--- config.mk ---
export PLATFORM = sky130hd
export DESIGN_NAME = mantissa_mul_seq
export DESIGN_NICKNAME = d
export VERILOG_FILES = /design/src/rtl/mantissa_mul_seq.sv
export SDC_FILE = /design/constraint.sdc
export NUM_CORES = 1
export LEC_CHECK = 0
export CAP_MARGIN = 10
export CORE_ASPECT_RATIO = 1.4
export CORE_MARGIN = 4
export CORE_UTILIZATION = 54
export DETAILED_ROUTE_END_ITERATION = 6
export GPL_ROUTABILITY_DRIVEN = 0
export PLACE_DENSITY = 0.88
export SLEW_MARGIN = 10
export SYNTH_ARGS = -nofsm -noshare
export SYNTH_HDL_FRONTEND = slang
export SYNTH_SLANG_ARGS = --single-unit
--- constraint.sdc ---
create_clock -name clk -period 4.1 [get_ports clk]
set_input_delay 0.82 -clock clk [delete_from_list [all_inputs] [get_ports clk]]
set_output_delay 0.82 -clock clk [all_outputs]
set_load 0.01 [all_outputs]
--- src/rtl/mantissa_mul_seq.sv ---
// Iterative unsigned shift-add significand multiplier, start/done handshake, full 2*WIDTH product.
// Radix-2 by default (WIDTH cycles); define MANTISSA_MUL_RADIX4_EN for radix-4 (WIDTH/2 cycles, WIDTH even).
module mantissa_mul_seq #(
   parameter int WIDTH = 24
) (
   input  logic               clk,
   input  logic               rst,
   input  logic               start,
   input  logic [WIDTH-1:0]   operand_a,
   input  logic [WIDTH-1:0]   operand_b,
   output logic               busy,
   output logic               done,
   output logic [2*WIDTH-1:0] product
);

`ifdef MANTISSA_MUL_RADIX4_EN
   localparam int ACC_W    = WIDTH + 2;
   localparam int STEP     = 2;
   localparam int N_ITER   = WIDTH / 2;
`else
   localparam int ACC_W    = WIDTH + 1;
   localparam int STEP     = 1;
   localparam int N_ITER   = WIDTH;
`endif
   localparam int CW = (N_ITER > 1) ? $clog2(N_ITER) : 1;
   localparam logic [CW-1:0] CNT_INIT = CW'(N_ITER - 1);

   typedef enum logic {IDLE, RUN} state_t;

   state_t               r_state;
   state_t               w_state_nxt;
   logic                 w_accept;
   logic                 w_last;

   logic [WIDTH-1:0]     r_mcand;
   logic [WIDTH-1:0]     r_mplier;
   logic [ACC_W-1:0]     r_acc;
   logic [CW-1:0]        r_count;
   logic [2*WIDTH-1:0]   r_product;
   logic                 r_done;

   logic [ACC_W-1:0]     w_addend;
   logic [ACC_W-1:0]     w_sum;
   logic [ACC_W+WIDTH-1:0] w_shift;

`ifdef MANTISSA_MUL_RADIX4_EN
   logic [ACC_W-1:0]     r_mcand3;

   always_comb begin
      w_addend = '0;
      case (r_mplier[1:0])
         2'd1:    w_addend = ACC_W'(r_mcand);
         2'd2:    w_addend = ACC_W'({r_mcand, 1'b0});
         2'd3:    w_addend = r_mcand3;
         default: w_addend = '0;
      endcase
   end
`else
   always_comb begin
      w_addend = r_mplier[0] ? ACC_W'(r_mcand) : '0;
   end
`endif

   // r_acc stays below 2^WIDTH between steps, so the sum never overflows ACC_W.
   assign w_sum   = r_acc + w_addend;
   assign w_shift = {w_sum, r_mplier} >> STEP;

   always_ff @(posedge clk) begin
      if (rst) r_state <= IDLE;
      else     r_state <= w_state_nxt;
   end

   always_comb begin
      w_state_nxt = r_state;
      w_accept    = 1'b0;
      w_last      = 1'b0;
      busy        = 1'b0;
      case (r_state)
         IDLE: begin
            if (start) begin
               w_accept    = 1'b1;
               w_state_nxt = RUN;
            end
         end
         RUN: begin
            busy = 1'b1;
            if (r_count == '0) begin
               w_last      = 1'b1;
               w_state_nxt = IDLE;
            end
         end
         default: w_state_nxt = IDLE;
      endcase
   end

   always_ff @(posedge clk) begin
      if (rst) begin
         r_mcand   <= '0;
         r_mplier  <= '0;
         r_acc     <= '0;
         r_count   <= '0;
         r_product <= '0;
         r_done    <= 1'b0;
`ifdef MANTISSA_MUL_RADIX4_EN
         r_mcand3  <= '0;
`endif
      end else begin
         r_done <= 1'b0;
         if (w_accept) begin
            r_mcand  <= operand_a;
            r_mplier <= operand_b;
            r_acc    <= '0;
            r_count  <= CNT_INIT;
`ifdef MANTISSA_MUL_RADIX4_EN
            r_mcand3 <= ACC_W'(operand_a) + ACC_W'({operand_a, 1'b0});
`endif
         end else if (r_state == RUN) begin
            {r_acc, r_mplier} <= w_shift;
            r_count           <= r_count - CW'(1);
            if (w_last) begin
               r_product <= w_shift[2*WIDTH-1:0];
               r_done    <= 1'b1;
            end
         end
      end
   end

   assign done    = r_done;
   assign product = r_product;

endmodule

==> impl_metrics.toml <==
[sta]
min_period_over_period_pct = 79.1
whs_ns = 0.451
worst_pin_slew_ns = 0.931
max_slew_margin_pct = 38.0
period_minus_slack_ns = 3.24
setup_viol = 0
hold_viol = 0
fin_tns_setup_ns = 0
maxSlewViolCount = 0
rsz0062_at_grt = "false"
fmax_ghz = 0.308
skew_ns = 0.00540

[place]
numPortBuffers = 100
dp_hpwl_um = 11100
dpl.cell_count = 982
dpl_cell_area_mm2 = 0.00729

[logic_synthesis]
ys_ff_latch = 127
ys.flop_type = "dfxtp_1"
synthArstFlopShare_pct = 0
synth_edf_count = 0
synth_area_mm2 = 0.00627
yosysUniqueCellTypes = 50
ys_seq_area_share_pct = 40.6
synthesis.nets = 865
ys_warn_count = 0
syn_inst = 787
syn_avg_cell_area_um2 = 7.96

[critical_path]
critPathCaptureType = "flop"
regToRegSetupSlack_ns = 0.86
reg2reg_from = "r_mplier[0]"
worstPathArrival_ns = 3.54
startpoint_type = "flop"
crit_path_end = "r_acc[21]"
crit_type = "reg2reg"
startpoint = "r_mplier[0]"
rr_endpoint = "r_acc[21]"
r2r_cells = 10
worst_ep_required_time_ns = 4.40
cp_max_fo = 25

[pwr]
power_frac_comb_pct = 8.8
power_frac_seq_pct = 41.3
p_switching_w = 0.000769
cellLeakagePower_nw = 3.14
netSwitchingFraction_pct = 24.0
pwr-share-clk_pct = 49.9
ir_worst_vdd_uv = 295
p_int_w = 0.00244
powerDensity_mw_per_mm2 = 405

[drt]
via_per_inst = 5.79
drc = 0
ant_nets = 0
drtIter0Drc = 380
wl_um = 16500
vias = 5875
wire_per_inst_um = 16.3
dr.pass1.iters = 5

[cts]
ctsHoldBuffers = 0
root_buffer = "clkbuf_16"
clockBufferDepth = 2
cts_setup_buffers = 0
numCtsBuffers = 17
clk_pin_slew_ns = 0.06
clkSinkCount = 127
cts_resized = 0
cts_tree = "built"
h-tree-depth = 4
clk_latency_ns = 0.41

[finish]
drive_gt1_share_pct = 6.44
instances_no_fill = 1014
area_growth_pct = 26.3
utilization_pct = 69.8
mostFrequentLayoutCell = "nand2_1"
diodes = 0
finish.instance_area_mm2 = 0.00792
final_cell_mix = "nand2_1, dfxtp_1, a21oi_1"
nets = 935

[die]
die_x_um = 99.1
io_pins = 101
die_y_um = 135
core_mm2 = 0.0113
start_util_pct = 55.3
num_rows = 46
dieArea_mm2 = 0.0134

[grt]
grt_pass1_wl_um = 27000
grt_pass1_vias = 5791
grt_max_degree = 93
grt-ovfl-total = 0
antenna_found_initial = 0
grt.total_usage_pct = 25.0

[run]
drv_cap = 0

[hold_path]
hold_class = "reg2reg"

[run_status]
outcome = "complete, no violations"
[worst min path at each step]
stage | startpoint | end | cells after the start
after global placement | r_mcand[0] | r_mcand[0] | 2
after CTS | r_mcand[16] | r_mcand[16] | 2
after detailed placement | r_mcand[16] | r_mcand[16] | 2
after global routing | product[14] | product[14] | 2
after floorplan | r_mcand[0] | r_mcand[0] | 2
final | r_mcand[16] | r_mcand[16] | 2
[final cells by class]
type	count	area, um2
Sequential cell	127	2540
Clock buffer	18	439
Inverter	5	18.8
Clock inverter	14	190
Timing Repair Buffer	108	1050
Fill cell	875	3420
Multi-Input combinational cell	598	3490
Tap cell	144	180
[routing by layer]
metal	GRT usage [%]	routed length, um	part of all wire [%]	vias to the layer above
li1	-	-	-	2843
met1	27.8	6520	39	2766
met2	42.5	8330	50	205
met3	6.80	897	5.4	61
met4	14.3	793	4.8	0
met5	0	0	0	-
[flip-flops by register name, indices dropped and copies added (netlist names)]
signal	cells
r_state	1
product	48
r_mplier	24
done	1
r_mcand	24
r_count	5
r_acc	24
[critical path, stage by stage (launching register included)]
cell,delay [ns]
dfxtp_1,0.53
and2_1,0.28
ha_1,0.21
fa_1,0.41
a21o_1,0.21
a221o_2,0.41
a31oi_4,0.25
o21ai_4,0.10
a311oi_2,0.36
nor3_1,0.09
a221o_1,0.26
[logic make-up after synthesis]
group                      Yosys count  synth area share [%]
adders and majority gates           27                  5.51
AOI/OAI and AO/OA                  183                  17.7
and+or+nand+nor                    335                  24.3
DFF                                127                  40.6
muxes                               36                  5.75
buffers and inverters               62                  3.77
xor gates and xnor gates            17                  2.38
[synth_stat cells (2+ instances only)]
cell type / number / share of area [%]
a31oi_1: 2 / 0.20
nand3b_1: 10 / 1.2
xnor2_1: 8 / 1.1
and2_1: 24 / 2.4
mux2i_1: 36 / 5.7
a211o_1: 4 / 0.56
nor3_1: 14 / 1.1
and3_1: 5 / 0.50
buf_1: 4 / 0.24
nand4b_1: 5 / 0.70
buf_2: 3 / 0.24
nor3b_1: 2 / 0.24
nand2b_1: 6 / 0.60
xor2_1: 9 / 1.3
o211ai_1: 3 / 0.36
nor4b_1: 4 / 0.56
o21a_1: 3 / 0.36
nand4_1: 5 / 0.50
nand3_1: 14 / 1.1
nor2_1: 89 / 5.3
o21ai_1: 2 / 0.16
inv_1: 5 / 0.30
a211oi_1: 12 / 1.4
a21o_1: 7 / 0.84
clkbuf_1: 50 / 3.0
dfxtp_1: 127 / 41
nor2b_1: 2 / 0.20
nand2_1: 147 / 8.8
a21oi_1: 117 / 9.3
a221o_1: 3 / 0.48
o21ai_0: 18 / 1.4
ha_1: 26 / 5.2
or3_1: 2 / 0.20
or4_1: 3 / 0.36
[power by group through the flow]
| stage | Combinational, W | Clock, W | Sequential (W) |
|---|---|---|---|
| finish | 0.000283 | 0.00160 | 0.00133 |
| global route | 0.000313 | 0.00168 | 0.00133 |
| CTS | 0.000283 | 0.00162 | 0.00132 |
| global placement | 0.000273 | 0 | 0.00135 |
| detailed placement | 0.000278 | 0 | 0.00135 |
| floorplan | 0.000185 | 0 | 0.00133 |
[through the flow]
stage / worst slack (ns) / power (W)
finish: 0.858 / 0.00321
CTS: 0.886 / 0.00323
detailed placement: 0.907 / 0.00163
global placement: 0.963 / 0.00162
floorplan: 1.21 / 0.00152
global route: 0.677 / 0.00333
Note: power is estimated with default switching activity, not from simulation.
